--- config.mk ---
export PLATFORM = sky130hd
export DESIGN_NAME = dmem_arbiter
export DESIGN_NICKNAME = d
export VERILOG_FILES = /design/src/rtl/dmem_arbiter.sv
export SDC_FILE = /design/constraint.sdc
export NUM_CORES = 1
export LEC_CHECK = 0
export ABC_AREA = 1
export ABC_CLOCK_PERIOD_IN_PS = 1850
export CAP_MARGIN = 20
export CORE_UTILIZATION = 30
export DETAILED_ROUTE_END_ITERATION = 16
export DONT_BUFFER_PORTS = 1
export PLACE_DENSITY = 0.44
export RECOVER_POWER = 50
export SYNTH_ARGS = -nofsm -noshare
export SYNTH_HDL_FRONTEND = slang
export SYNTH_SLANG_ARGS = --single-unit
--- constraint.sdc ---
create_clock -name clk -period 1.85 [get_ports clk]
set_clock_uncertainty 0.1 [all_clocks]
set_input_delay 0.0925 -clock clk [delete_from_list [all_inputs] [get_ports clk]]
set_output_delay 0.0925 -clock clk [all_outputs]
set_load 0.03 [all_outputs]
--- src/rtl/dmem_arbiter.sv ---
// Round-robin arbiter sharing one single-port data memory between the core (C) and loader (L) ports.
// Optional loader bus lock is enabled by defining DMEM_ARB_LOCK_EN.
module dmem_arbiter #(
    parameter int DATA_WIDTH = 64,
    parameter int ADDR_WIDTH = 6
`ifdef DMEM_ARB_LOCK_EN
    ,
    parameter int LOCK_MAX   = 8
`endif
) (
    input  logic                  clk,
    input  logic                  rst,
    input  logic                  c_req,
    input  logic                  c_we,
    input  logic [ADDR_WIDTH-1:0] c_addr,
    input  logic [DATA_WIDTH-1:0] c_wdata,
    output logic                  c_ack,
    output logic [DATA_WIDTH-1:0] c_rdata,
    output logic                  c_stall,
    input  logic                  l_req,
    input  logic                  l_we,
    input  logic [ADDR_WIDTH-1:0] l_addr,
    input  logic [DATA_WIDTH-1:0] l_wdata,
    output logic                  l_ack,
    output logic [DATA_WIDTH-1:0] l_rdata,
`ifdef DMEM_ARB_LOCK_EN
    input  logic                  l_lock,
`endif
    output logic                  mem_read,
    output logic                  mem_write,
    output logic [ADDR_WIDTH-1:0] mem_addr,
    output logic [DATA_WIDTH-1:0] mem_wdata,
    input  logic [DATA_WIDTH-1:0] mem_rdata,
    output logic                  owner,
    output logic                  busy
);

    typedef enum logic [1:0] {
        S_IDLE,
        S_ACCESS,
        S_RESP
    } state_e;

    state_e                state_q, state_d;
    logic                  owner_q, owner_d;
    logic                  we_q, we_d;
    logic                  rr_q, rr_d;   // 1 = L favoured on a tie
    logic                  grant_l;
    logic [ADDR_WIDTH-1:0] addr_q, addr_d;
    logic [DATA_WIDTH-1:0] wdata_q, wdata_d;
    logic [DATA_WIDTH-1:0] c_rdata_q, c_rdata_d;
    logic [DATA_WIDTH-1:0] l_rdata_q, l_rdata_d;

`ifdef DMEM_ARB_LOCK_EN
    localparam int LockW = $clog2(LOCK_MAX + 1);
    logic [LockW-1:0] lock_cnt_q, lock_cnt_d;
    logic             lock_hit;
`endif

    // NOTE: every variable gets a default first so no path through the case infers a latch.
    always_comb begin
        state_d   = state_q;
        owner_d   = owner_q;
        we_d      = we_q;
        rr_d      = rr_q;
        addr_d    = addr_q;
        wdata_d   = wdata_q;
        c_rdata_d = c_rdata_q;
        l_rdata_d = l_rdata_q;
        grant_l   = 1'b0;
        c_ack     = 1'b0;
        l_ack     = 1'b0;
        mem_read  = 1'b0;
        mem_write = 1'b0;
`ifdef DMEM_ARB_LOCK_EN
        lock_cnt_d = lock_cnt_q;
        lock_hit   = l_req & l_lock & owner_q & (lock_cnt_q < LockW'(LOCK_MAX));
`endif

        case (state_q)
            S_IDLE: begin
                if (c_req | l_req) begin
                    grant_l = (c_req & l_req) ? rr_q : l_req;
`ifdef DMEM_ARB_LOCK_EN
                    if (lock_hit) grant_l = 1'b1;
                    if (!grant_l)     lock_cnt_d = '0;
                    else if (lock_hit) lock_cnt_d = lock_cnt_q + LockW'(1);
`endif
                    owner_d = grant_l;
                    we_d    = grant_l ? l_we    : c_we;
                    addr_d  = grant_l ? l_addr  : c_addr;
                    wdata_d = grant_l ? l_wdata : c_wdata;
                    state_d = S_ACCESS;
                end
            end
            S_ACCESS: begin
                mem_read  = ~we_q;
                mem_write = we_q;
                if (!we_q) begin
                    if (owner_q) l_rdata_d = mem_rdata;
                    else         c_rdata_d = mem_rdata;
                end
                state_d = S_RESP;
            end
            S_RESP: begin
                c_ack   = ~owner_q;
                l_ack   = owner_q;
                rr_d    = ~owner_q;
                state_d = S_IDLE;
            end
            default: state_d = S_IDLE;
        endcase

`ifdef DMEM_ARB_LOCK_EN
        if (!l_lock) lock_cnt_d = '0;
`endif
    end

    // NOTE: state registers use non-blocking assignments so all flops update from pre-edge values.
    always_ff @(posedge clk or negedge rst) begin
        if (!rst) begin
            state_q   <= S_IDLE;
            owner_q   <= 1'b0;
            we_q      <= 1'b0;
            rr_q      <= 1'b0;
            addr_q    <= '0;
            wdata_q   <= '0;
            c_rdata_q <= '0;
            l_rdata_q <= '0;
`ifdef DMEM_ARB_LOCK_EN
            lock_cnt_q <= '0;
`endif
        end else begin
            state_q   <= state_d;
            owner_q   <= owner_d;
            we_q      <= we_d;
            rr_q      <= rr_d;
            addr_q    <= addr_d;
            wdata_q   <= wdata_d;
            c_rdata_q <= c_rdata_d;
            l_rdata_q <= l_rdata_d;
`ifdef DMEM_ARB_LOCK_EN
            lock_cnt_q <= lock_cnt_d;
`endif
        end
    end

    // Memory strobes decode straight from state_q, so an async reset drops them in the same cycle.
    assign mem_addr  = addr_q;
    assign mem_wdata = wdata_q;
    assign c_rdata   = c_rdata_q;
    assign l_rdata   = l_rdata_q;
    assign owner     = owner_q;
    assign busy      = (state_q != S_IDLE);
    assign c_stall   = c_req & ~c_ack;

endmodule

==> parameters.txt, run 1 <==
Parameter                              Value

Status
  Run status ... finished with violations
  Violations in the final reports ... hold timing

Floorplanning
  Die Outline Area ... 0.0307 mm^2
  Effective utilization at floorplan ... between 30% and 40%
  Width of the die ... 175 um
  Std cell rows ... 63
  Die Height ... between 150 and 200 um
  Boundary pin count ... 415
  Core area ... 0.0296 mm^2

Critical path
  Cell at the slowest stage of the critical path ... dlygate4sd3_1
  Kind of cell adding the most delay to the critical path ... buffers and inverters
  Reg-to-reg critical path startpoint ... rr_q$_DFFE_PN0N_
  Critical path's largest stage delay ... 0.59 ns
  Register-to-Register Path Depth ... 7
  Buffering stage count on the worst path with inverters included ... 3
  Critical path startpoint category ... register
  CP max FO ... 10
  Ordered cell list for the critical path ... inv_1, nand2_4, clkbuf_16, nand3_1, dlygate4sd3_1, nand3_1, nand2_1
  Kind of end point of the critical path ... register
  Register-to-register setup slack ... 0.12 ns
  Kind of critical path ... register to register
  Cell occurring most often along the worst timing path ... nand3_1
  Reg2reg end ... mem_wdata[57]$_DFFE_PN0P_
  Data required time at the worst endpoint ... 2.14 ns
  Signal arrival time at the worst endpoint ... 2.02 ns

Synthesis
  Main combinational cell family by area after synthesis ... simple AND/OR/NAND/NOR gates
  Adder-cell area share of the yosys netlist ... 0%
  Post-synth EDFFs ... 0
  Mean Syn Cell Area ... 8.10 um^2
  Most used standard cells in the synthesized netlist ... nand2_1 (346), inv_1 (212), dfrtp_1 (203)
  Complex-gate fraction of the synthesized area ... 7.24%
  Synth Area in XOR/XNOR ... 0%
  Yosys cell types ... 17
  Fraction of the yosys area taken by sequential cells ... 56.5%
  Main flop type after synthesis ... dfrtp_1
  Cell type contributing the most total cell area after synthesis ... dfrtp_1
  Async S/R FF share, synth ... 100%
  Proportion of synthesized area in mux cells ... 0%
  Count of warnings emitted by yosys ... 0
  Library cell with the highest instance count after synthesis ... nand2_1
  Area share of and/or/nand/nor cells after synthesis ... 23.1%
  Area share of the largest cell type after synthesis ... 56.5%
  Area of the mapped netlist ... around 0.0090 mm^2
  Top cells by area, synth ... dfrtp_1 (56%), nand2_1 (14%), inv_1 (8.8%)
  Count of mapped cells out of synthesis ... roughly 1100
  #FFs+latches synth ... around 200
  Net count after synthesis ... about 1300

Timing
  Final critical delay including setup and external delays ... ~1.7 ns
  Total of endpoints with negative setup slack in the final report ... 0
  Max Slew Vio Count ... 0
  Worst-case hold slack ... -0.810 ns
  Maximum clock rate ... 578 MHz
  RSZ-0062 raised after global routing ... no
  Part of the cycle the worst path needs ... 93.5%
  Final hold viol count ... between 200 and 250
  Worst slew pin tran ... 0.775 ns
  Fin Setup TNS ... 0 ns
  Headroom to the max-slew limit ... 48.3%

Routing
  Drt pass-1 iters ... 7
  Number of violations reported at the end of detailed-routing iteration 0 ... between 400 and 500
  Routed length per instance ... 16.4 um
  Aggregate routed wire length ... about 28 mm
  Via count of the routed design ... 7968
  Number of nets with antenna violations after routing ... 0
  Number of remaining DRC errors ... 0
  Vias per Instance ... 4.59

CTS
  Clock tree root buffer cell ... clkbuf_16
  Number of sinks on the clock net ... 203
  Buffers from clock root to sink, at most ... 3
  Post-CTS setup buffers ... 0
  H-tree depth reported by CTS ... 1
  Clock input transition at the sequential cells of the worst setup and hold paths ... 0.06 ns
  TritonCTS buffer count ... 23
  Clock insertion delay at the later pin of the skew report ... 0.50 ns
  Count of hold buffers inserted by post-cts repair ... approximately 240
  CTS tree ... yes

GRT
  Antenna violations before repair ... 0
  Number of global-route vias before repair ... about 8000
  GR Overflow Total ... 0
  Global-route total usage across every layer ... 17.7%
  Maximum number of pins on one net before global-route repair ... 204
  Wire length of the first global-routing pass ... 43.7 mm

Power and ir drop
  IR Drop Worst-Case VDD ... slightly above 0.0007 V
  Internal ... 0.0114 W
  Logic gate share of total power ... around 22%
  Clock share of power ... 20.5%
  Part of the power in registers ... 57.1%
  Psw ... around 0.011 W
  Switching share of total power ... about half
  Power Density ... 1790 mW/mm^2
  Static Leakage ... 6.61 nW

Layout
  Number of nets in the final layout ... ~1500
  Final non-filler cell total ... 1735
  Fraction of layout instances using a drive strength above 1 ... roughly 5%
  Fillcell total ... 2866
  Area of the multi-input gates ... 0.00276 mm^2
  Sequential cell area in the final layout ... between 0.005 and 0.006 mm^2
  Final cell area excluding filler cells ... 0.0126 mm^2
  Final antenna diode count ... 0
  Synthesis-to-finish area growth ... 40.0%

Place
  Inst Count DP ... ~1500
  Post-DP Area ... 0.00934 mm^2
  Estimated wirelength of the detail-placed design ... 16.9 mm
  Routability congestion estimate from global placement ... approximately 0.75
  IO buf count ... 0

Job
  Number of max-capacitance violations reported ... 0

Worst hold path
  Hold Path Class ... input port to asynchronous set/reset pin
[worst reg2reg max path: cells and delay by family (launching register included)]
kind | cells | cell delay (ns)
buffers and inverters | 3 | 0.84
DFF | 1 | 0.32
and+or+nand+nor | 4 | 0.35
[flip-flops by register name (all words and copies together), names as in the netlist]
register / flops
c_rdata: 64
l_rdata: 64
mem_wdata: 64
mem_addr: 6
state_q: 2
owner: 1
rr_q: 1
we_q: 1
[how the worst max path moves through the flow]
stage,endpoint,slack (ns),cells after the start,start
finish,mem_wdata[57]$_DFFE_PN0P_,0.12,7,rr_q$_DFFE_PN0N_
global route,mem_wdata[60]$_DFFE_PN0P_,0.04,6,state_q[1]$_DFFE_PN0P_
CTS,c_stall,0.12,4,owner$_DFFE_PN0P_
detailed placement,owner$_DFFE_PN0P_,0.15,5,state_q[1]$_DFFE_PN0P_
global placement,owner$_DFFE_PN0P_,0.17,5,state_q[1]$_DFFE_PN0P_
floorplan,mem_addr[0]$_DFFE_PN0P_,0.35,7,state_q[1]$_DFFE_PN0P_
[cell usage in the layout (no fill, tap or decap), types with 2 or more instances in the layout]
| cell type | instances |
|---|---|
| nand2_1 | 345 |
| dlygate4sd3_1 | 240 |
| inv_1 | 212 |
| dfrtp_1 | 203 |
| nand3_1 | 142 |
| o21ai_0 | 130 |
| clkbuf_16 | 25 |
| clkbuf_8 | 9 |
| buf_4 | 8 |
| buf_12 | 7 |
| clkinv_2 | 5 |
| nor2_1 | 3 |
| inv_2 | 2 |
| nand3_4 | 2 |
| clkbuf_1 | 2 |
[logic make-up (layout without fill, tap and decap cells)]
group                  after synthesis  count (layout)
buffers and inverters              279             514
DFF                                203             203
AOI/OAI and AO/OA                  130             130
and+or+nand+nor                    498             498
[power groups by stage]
stage	sequential (W)	clock (W)	combinational (W)
after CTS	0.0129	0.00476	0.00498
after global routing	0.0131	0.00492	0.00585
final	0.0128	0.00462	0.00505
after global placement	0.0130	0	0.00434
after floorplan	0.0122	0	0.00360
after detailed placement	0.0129	0	0.00450
[per-layer routing]
metal | global-route usage [%] | vias to the layer above | part of all wire (%)
li1 | - | 3808 | -
met1 | 21.4 | 3641 | 41
met2 | 29.4 | 440 | 46
met3 | 5.35 | 79 | 9.2
met4 | 7.17 | 0 | 3.8
met5 | 0 | - | 0
[area by class of cell]
class                   instances  area share (%)
inverters                     215            6.43
clock inverters                 7           0.507
flip-flops and latches        203            40.3
multi-input cells             628            21.9
well taps                     390            3.88
clock buffers                  34            5.61
repair buffers                258            21.3
[what timing repair did]
item / in CTS / in global routing
resized for setup: 0 / 1
hold endpoints to repair: 403 / 203
setup endpoints to repair: 0 / 1
[stage by stage]
step	hold slack [ns]	utilization (%)	setup WS, ns	total power [W]
6_report	-0.810	42.6	0.120	0.0225
3_5_place_dp	-0.299	31.6	0.152	0.0174
2_1_floorplan	-0.303	-	0.347	0.0158
4_1_cts	-0.857	42.4	0.119	0.0226
3_3_place_gp	-0.299	31.6	0.170	0.0173
5_1_grt	-0.837	42.6	0.0351	0.0239
Power figures use the tool's default switching activity.
==> run 2: changes to the inputs <==
MAX_ROUTING_LAYER = met4   (was unset)
==> run 2 against run 1 <==
  * The flow still finishes with violations (hold timing)
  * Global-route usage rose by 0.56 points
  * Cell area did not move
  * Clock power barely moved
  * Flip-flop and latch count did not move
  * Wire length rose by 0.12%
  * Maximum frequency rose by 0.43%
  * Hold slack barely moved
  * Combinational power barely moved
  * Sequential power barely moved
  * Total power barely moved
  * Worst setup slack improved by 0.0074 ns
==> parameters.txt, run 2 (synthesis gave the netlist of run 1 again) <==
Parameter                              Value

Status
  Run status ... finished with violations
  Violations in the final reports ... hold timing

Power and ir drop
  Static Leakage ... 6.61 nW (unchanged)
  Power Density ... 1790 mW/mm^2 (about the same)
  Power, Total ... 0.0225 W (about the same)
  Psw ... 0.0111 W (about the same)
  Clock share of power ... 20.5% (about the same)
  Switching share of total power ... 49.4% (about the same)
  IR Drop Worst-Case VDD ... 0.000721 V (about the same)
  Part of the power in registers ... 57.0% (about the same)
  Internal ... 0.0114 W (about the same)
  Logic gate share of total power ... 22.5% (about the same)

CTS
  Number of sinks on the clock net ... 203 (unchanged)
  CTS tree ... yes
  H-tree depth reported by CTS ... 1 (unchanged)
  Count of hold buffers inserted by post-cts repair ... 241 (unchanged)
  TritonCTS buffer count ... 23 (unchanged)
  Clock input transition at the sequential cells of the worst setup and hold paths ... 0.06 ns (about the same)
  Buffers from clock root to sink, at most ... 3 (unchanged)
  Clock tree root buffer cell ... clkbuf_16
  Clock insertion delay at the later pin of the skew report ... 0.50 ns (about the same)

Critical path
  Kind of end point of the critical path ... register
  Data required time at the worst endpoint ... 2.14 ns (about the same)
  Kind of critical path ... register to register
  Critical path startpoint category ... register
  Critical path's largest stage delay ... 0.57 ns (-0.02 ns)
  Register-to-Register Path Depth ... 7 (unchanged)
  Cell occurring most often along the worst timing path ... nand3_1
  Signal arrival time at the worst endpoint ... 2.02 ns (about the same)
  Ordered cell list for the critical path ... inv_1, nand2_4, clkbuf_16, nand3_1, dlygate4sd3_1, nand3_1, nand2_1
  CP max FO ... 20 (+10)
  Cell at the slowest stage of the critical path ... dlygate4sd3_1

Timing
  Final critical delay including setup and external delays ... 1.72 ns (-0.00738 ns)
  Worst-case hold slack ... -0.811 ns (-0.000467 ns)
  Maximum clock rate ... 580 MHz (+0.43%)
  Max Slew Vio Count ... 0 (unchanged)
  Part of the cycle the worst path needs ... 93.1% (-0.40 points)
  Fin Setup TNS ... 0 ns (unchanged)
  Total of endpoints with negative setup slack in the final report ... 0 (unchanged)
  Headroom to the max-slew limit ... 47.5% (-0.80 points)
  PnR worst setup slack ... 0.127 ns (+0.00738 ns)
  RSZ-0062 raised after global routing ... no
  Worst slew pin tran ... 0.787 ns (+0.0120 ns)
  Final hold viol count ... 203 (unchanged)

Place
  Post-Place Setup Slack ... 0.152 ns (unchanged)
  Estimated wirelength of the detail-placed design ... 16.9 mm (unchanged)
  IO buf count ... 0 (unchanged)
  Routability congestion estimate from global placement ... 0.756 (+1.3%)
  Inst Count DP ... 1451 (unchanged)

Floorplanning
  Std cell rows ... 63 (unchanged)
  Die Height ... 175 um (unchanged)
  Core area ... 0.0296 mm^2 (unchanged)
  Die Outline Area ... 0.0307 mm^2 (unchanged)
  Effective utilization at floorplan ... 30.4% (unchanged)
  Width of the die ... 175 um (unchanged)
  Boundary pin count ... 415 (unchanged)

Layout
  Area of the multi-input gates ... 0.00276 mm^2 (unchanged)
  Sequential cell area in the final layout ... 0.00508 mm^2 (unchanged)
  Synthesis-to-finish area growth ... 40.0% (unchanged)
  Fraction of layout instances using a drive strength above 1 ... 4.98% (unchanged)
  Final antenna diode count ... 0 (unchanged)
  Number of nets in the final layout ... 1539 (unchanged)
  Top library cells by usage in the layout, fill and taps aside ... nand2_1 (345), dlygate4sd3_1 (240), inv_1 (212)
  Final non-filler cell total ... 1735 (unchanged)
  Fillcell total ... 2866 (unchanged)
  Leading cell type in the layout, fill and taps excluded ... nand2_1

GRT
  Antenna violations before repair ... 0 (unchanged)
  Global-route total usage across every layer ... 18.3% (+0.56 points)
  GR Overflow Total ... 0 (unchanged)
  Maximum number of pins on one net before global-route repair ... 204 (unchanged)
  Wire length of the first global-routing pass ... 43.7 mm (+0.11%)
  Number of global-route vias before repair ... 8110 (-0.22%)

Routing
  Routed length per instance ... 16.4 um (+0.12%)
  Number of nets with antenna violations after routing ... 0 (unchanged)
  Number of violations reported at the end of detailed-routing iteration 0 ... 525 (+5.6%)
  Via count of the routed design ... 7985 (+0.21%)
  Number of remaining DRC errors ... 0 (unchanged)
  Drt pass-1 iters ... 5 (-2)
  Vias per Instance ... 4.60 (+0.21%)
  Aggregate routed wire length ... 28.5 mm (+0.12%)

Worst hold path
  Hold Path Class ... input port to asynchronous set/reset pin

Job
  Number of max-capacitance violations reported ... 0 (unchanged)
==> run 2: cell counts in the layout (fill, tap and decap cells not counted) <==
Identical to the previous run, type by type.
==> run 2: power groups by stage <==
| stage | Sequential, W | Combinational (W) | Clock (W) |
|---|---|---|---|
| final | 0.0128 | 0.00506 | 0.00462 |
| after floorplan | 0.0122 | 0.00360 | 0 |
| after CTS | 0.0129 | 0.00498 | 0.00476 |
| after global placement | 0.0130 | 0.00434 | 0 |
| after detailed placement | 0.0129 | 0.00450 | 0 |
| after global routing | 0.0131 | 0.00585 | 0.00493 |
==> run 2: final cells by class <==
class / instances / share of cell area, %
clock buffers: 34 / 5.61
clock inverters: 7 / 0.507
inverters: 215 / 6.43
multi-input cells: 628 / 21.9
flip-flops and latches: 203 / 40.3
well taps: 390 / 3.88
repair buffers: 258 / 21.3
==> run 2: what timing repair did <==
action | CTS | global route
endpoints found under the hold margin | 403 | 203
endpoints found under the setup margin | 0 | 1
setup buffers | 0 | 0
resized for setup | 0 | 1
==> run 2: routing by layer <==
metal,up-vias,share of wire (%),track usage [%]
met3,65,8.7,4.61
li1,3811,-,-
met5,-,0,-
met1,3663,41,21.9
met4,0,3.4,6.99
met2,446,47,29.5
==> run 2: through the flow <==
| stage | area [um^2] | util [%] |
|---|---|---|
| final | 12600 | 42.6 |
| after global routing | 12600 | 42.6 |
| after CTS | 12500 | 42.4 |
| after detailed placement | 9340 | 31.6 |
| after global placement | 9340 | 31.6 |
| after floorplan | 8990 | - |
==> run 2: worst paths after layout <==
path	start	slack, ns	endpoint
setup reg to reg	rr_q$_DFFE_PN0N_	0.13	mem_wdata[42]$_DFFE_PN0P_
setup / recovery	rr_q$_DFFE_PN0N_	0.13	mem_wdata[42]$_DFFE_PN0P_
min in group clk	c_req	0.05	state_q[0]$_DFFE_PN0P_
max in group asynchronous	rst	2.21	c_rdata[27]$_DFFE_PN0P_
hold reg to reg	we_q$_DFFE_PN0P_	0.41	we_q$_DFFE_PN0P_
hold / removal	rst	-0.81	l_rdata[50]$_DFFE_PN0P_
==> run 2: critical path, delay by kind of cell, from the launching register on <==
kind	cells	cell delay, ns
buffers and inverters	3	0.84
AND/OR/NAND/NOR	4	0.35
flip-flops	1	0.32
==> run 3: changes to the inputs <==
HOLD_SLACK_MARGIN = 0.08   (was unset)
==> run 3 against run 2 <==
  * The flow still finishes with violations (hold timing)
  * Worst setup slack got worse by 0.099 ns
  * Global-route usage fell by 0.42 points
  * Clock power barely moved
  * Cell area fell by 2.3%
  * Flip-flop and latch count did not move
  * Largest power group unchanged
  * Highest routed layer unchanged
==> parameters.txt, run 3 (synthesis gave the netlist of run 1 again) <==
Parameter                              Value

Routing
  Number of violations reported at the end of detailed-routing iteration 0 ... 469 (-11%)
  Vias per Instance ... 4.58 (-0.45%)
  Aggregate routed wire length ... 27.9 mm (-2.3%)
  Via count of the routed design ... 7816 (-2.1%)
  Drt pass-1 iters ... 5 (unchanged)
  Number of nets with antenna violations after routing ... 0 (unchanged)
  Routed length per instance ... 16.3 um (-0.67%)
  Number of remaining DRC errors ... 0 (unchanged)

GRT
  Fraction of met2 tracks used by global routing ... 28.6% (-0.96 points)
  GR Overflow Total ... 0 (unchanged)
  Most Used Layer, Global Route ... met2
  Met3 Usage GRT ... 4.74% (+0.13 points)
  Number of global-route vias before repair ... 7838 (-3.4%)
  Wire length of the first global-routing pass ... 42.6 mm (-2.6%)
  Antenna violations before repair ... 0 (unchanged)
  Maximum number of pins on one net before global-route repair ... 204 (unchanged)
  Global Route met1 Usage ... 21.5% (-0.33 points)
  Global-route total usage across every layer ... 17.9% (-0.42 points)

Layout
  Final cell area excluding filler cells ... 0.0123 mm^2 (-2.3%)
  Synthesis-to-finish area growth ... 36.9%
  Share of the core filled with cells in the final layout ... 41.6% (-0.96 points)
  Final antenna diode count ... 0 (unchanged)
  Top library cells by usage in the layout, fill and taps aside ... nand2_1 (345), dlygate4sd3_1 (212), inv_1 (211)
  Number of nets in the final layout ... 1510 (-1.9%)
  Fraction of layout instances using a drive strength above 1 ... 5.09% (+0.11 points)
  Leading cell type in the layout, fill and taps excluded ... nand2_1

Timing
  Final hold viol count ... 203 (unchanged)
  Worst-case hold slack ... -0.811 ns (-0.000225 ns)
  Headroom to the max-slew limit ... 61.3% (+14 points)
  PnR worst setup slack ... 0.0280 ns (-0.0992 ns)
  Final critical delay including setup and external delays ... 1.82 ns (+0.0992 ns)
  Fin Setup TNS ... 0 ns (unchanged)
  Worst slew pin tran ... 0.580 ns (-0.207 ns)
  Part of the cycle the worst path needs ... 98.5% (+5.4 points)
  RSZ-0062 raised after global routing ... yes
  Total of endpoints with negative setup slack in the final report ... 0 (unchanged)
  Maximum clock rate ... 549 MHz (-5.4%)
  Max Slew Vio Count ... 0 (unchanged)

Floorplanning
  Std cell rows ... 63 (unchanged)
  Core area ... 0.0296 mm^2 (unchanged)
  Boundary pin count ... 415 (unchanged)
  Effective utilization at floorplan ... 30.4% (unchanged)
  Die Outline Area ... 0.0307 mm^2 (unchanged)
  Die Height ... 175 um (unchanged)
  Width of the die ... 175 um (unchanged)

Job
  Number of max-capacitance violations reported ... 0 (unchanged)

Critical path
  Kind of end point of the critical path ... register
  Reg2reg end ... mem_wdata[34]$_DFFE_PN0P_
  Register-to-register setup slack ... 0.05 ns (-0.08 ns)
  Register-to-Register Path Depth ... 8 (+1)
  Reg-to-reg critical path startpoint ... rr_q$_DFFE_PN0N_
  Data required time at the worst endpoint ... 2.15 ns (about the same)
  Critical path startpoint category ... input port
  CP max FO ... 73 (+270%)
  Kind of critical path ... input port to register
  Signal arrival time at the worst endpoint ... 2.12 ns (+0.10 ns)

Power and ir drop
  Psw ... 0.0111 W (-0.53%)
  Logic gate share of total power ... 21.9% (-0.6 points)
  Part of the power in registers ... 57.4% (+0.4 points)
  Internal ... 0.0113 W (-0.93%)
  IR Drop Worst-Case VDD ... 0.000568 V (-21%)
  Switching share of total power ... 49.5% (+0.10 points)
  Power Density ... 1820 mW/mm^2 (+1.6%)
  Clock share of power ... 20.6% (about the same)
  Static Leakage ... 6.53 nW (-1.1%)

CTS
  Clock insertion delay at the later pin of the skew report ... 0.50 ns (about the same)
  H-tree depth reported by CTS ... 1 (unchanged)
  CTS tree ... yes
  TritonCTS buffer count ... 23 (unchanged)
  Clock tree root buffer cell ... clkbuf_16
  Buffers from clock root to sink, at most ... 3 (unchanged)
  Count of hold buffers inserted by post-cts repair ... 213 (-12%)
  Number of sinks on the clock net ... 203 (unchanged)
  Clock input transition at the sequential cells of the worst setup and hold paths ... 0.06 ns (about the same)

Place
  Routability congestion estimate from global placement ... 0.756 (unchanged)
  Estimated wirelength of the detail-placed design ... 16.9 mm (unchanged)
  IO buf count ... 0 (unchanged)
  Post-DP Area ... 0.00934 mm^2 (unchanged)
  Post-Place Setup Slack ... 0.152 ns (unchanged)

Status
  Violations in the final reports ... hold timing
  Run status ... finished with violations

Worst hold path
  Hold Path Class ... input port to asynchronous set/reset pin
==> run 3: cell count changes in the layout (fill, tap and decap cells not counted), sizes merged <==
cell and delta:
buf -1, dlygate4sd3 -28
==> run 3: worst max-delay path by stage <==
stage / startpoint / depth (start not counted) / slack (ns) / endpoint
global route: l_req / 8 / -0.01 / mem_wdata[34]$_DFFE_PN0P_
global placement: state_q[1]$_DFFE_PN0P_ / 5 / 0.17 / owner$_DFFE_PN0P_
floorplan: state_q[1]$_DFFE_PN0P_ / 7 / 0.35 / mem_addr[0]$_DFFE_PN0P_
CTS: rr_q$_DFFE_PN0N_ / 8 / 0.02 / mem_wdata[34]$_DFFE_PN0P_
detailed placement: state_q[1]$_DFFE_PN0P_ / 5 / 0.15 / owner$_DFFE_PN0P_
finish: l_req / 8 / 0.03 / mem_wdata[34]$_DFFE_PN0P_
==> run 3: power by group through the flow <==
stage | clock network (W) | registers, W | logic [W]
CTS | 0.00476 | 0.0129 | 0.00489
floorplan | 0 | 0.0122 | 0.00360
detailed placement | 0 | 0.0129 | 0.00450
global route | 0.00493 | 0.0131 | 0.00570
global placement | 0 | 0.0130 | 0.00434
finish | 0.00461 | 0.0128 | 0.00490
==> run 3: critical path, cell delays in order <==
cell and delay, ns:
dlygate4sd3_1 0.57, clkbuf_16 0.28, nand2_8 0.17, buf_16 0.19, nand2_1 0.08, dlygate4sd3_1 0.57
nand3_1 0.07, nand2_1 0.05
==> run 3: final cells by class <==
| cell class | instances | area (um^2) |
|---|---|---|
| clock inverters | 7 | 63.8 |
| clock buffers | 34 | 707 |
| fillers | 2922 | 17300 |
| multi-input cells | 628 | 2780 |
| flip-flops and latches | 203 | 5080 |
| inverters | 215 | 812 |
| repair buffers | 229 | 2380 |
| well taps | 390 | 488 |
==> run 3: through the flow <==
| stage | instances | hold WS (ns) | total power (W) |
|---|---|---|---|
| after global routing | 1706 | -0.837 | 0.0237 |
| after floorplan | 1110 | -0.303 | 0.0158 |
| final | 1706 | -0.811 | 0.0224 |
| after global placement | 1451 | -0.299 | 0.0173 |
| after CTS | 1705 | -0.857 | 0.0225 |
| after detailed placement | 1451 | -0.299 | 0.0174 |
==> run 3: layer usage <==
metal / vias to the layer above / share of wire (%) / wire [um]
li1: 3750 / - / -
met1: 3581 / 41 / 11400
met2: 414 / 47 / 13000
met3: 71 / 9.1 / 2540
met4: 0 / 3.2 / 895
met5: - / 0 / 0
==> run 3: timing repair <==
action | 4_1_cts | 5_1_grt
setup buffers | 0 | 0
setup endpoints to repair | 0 | 31
hold endpoints to repair | 404 | 203
gates resized for setup | 0 | 7
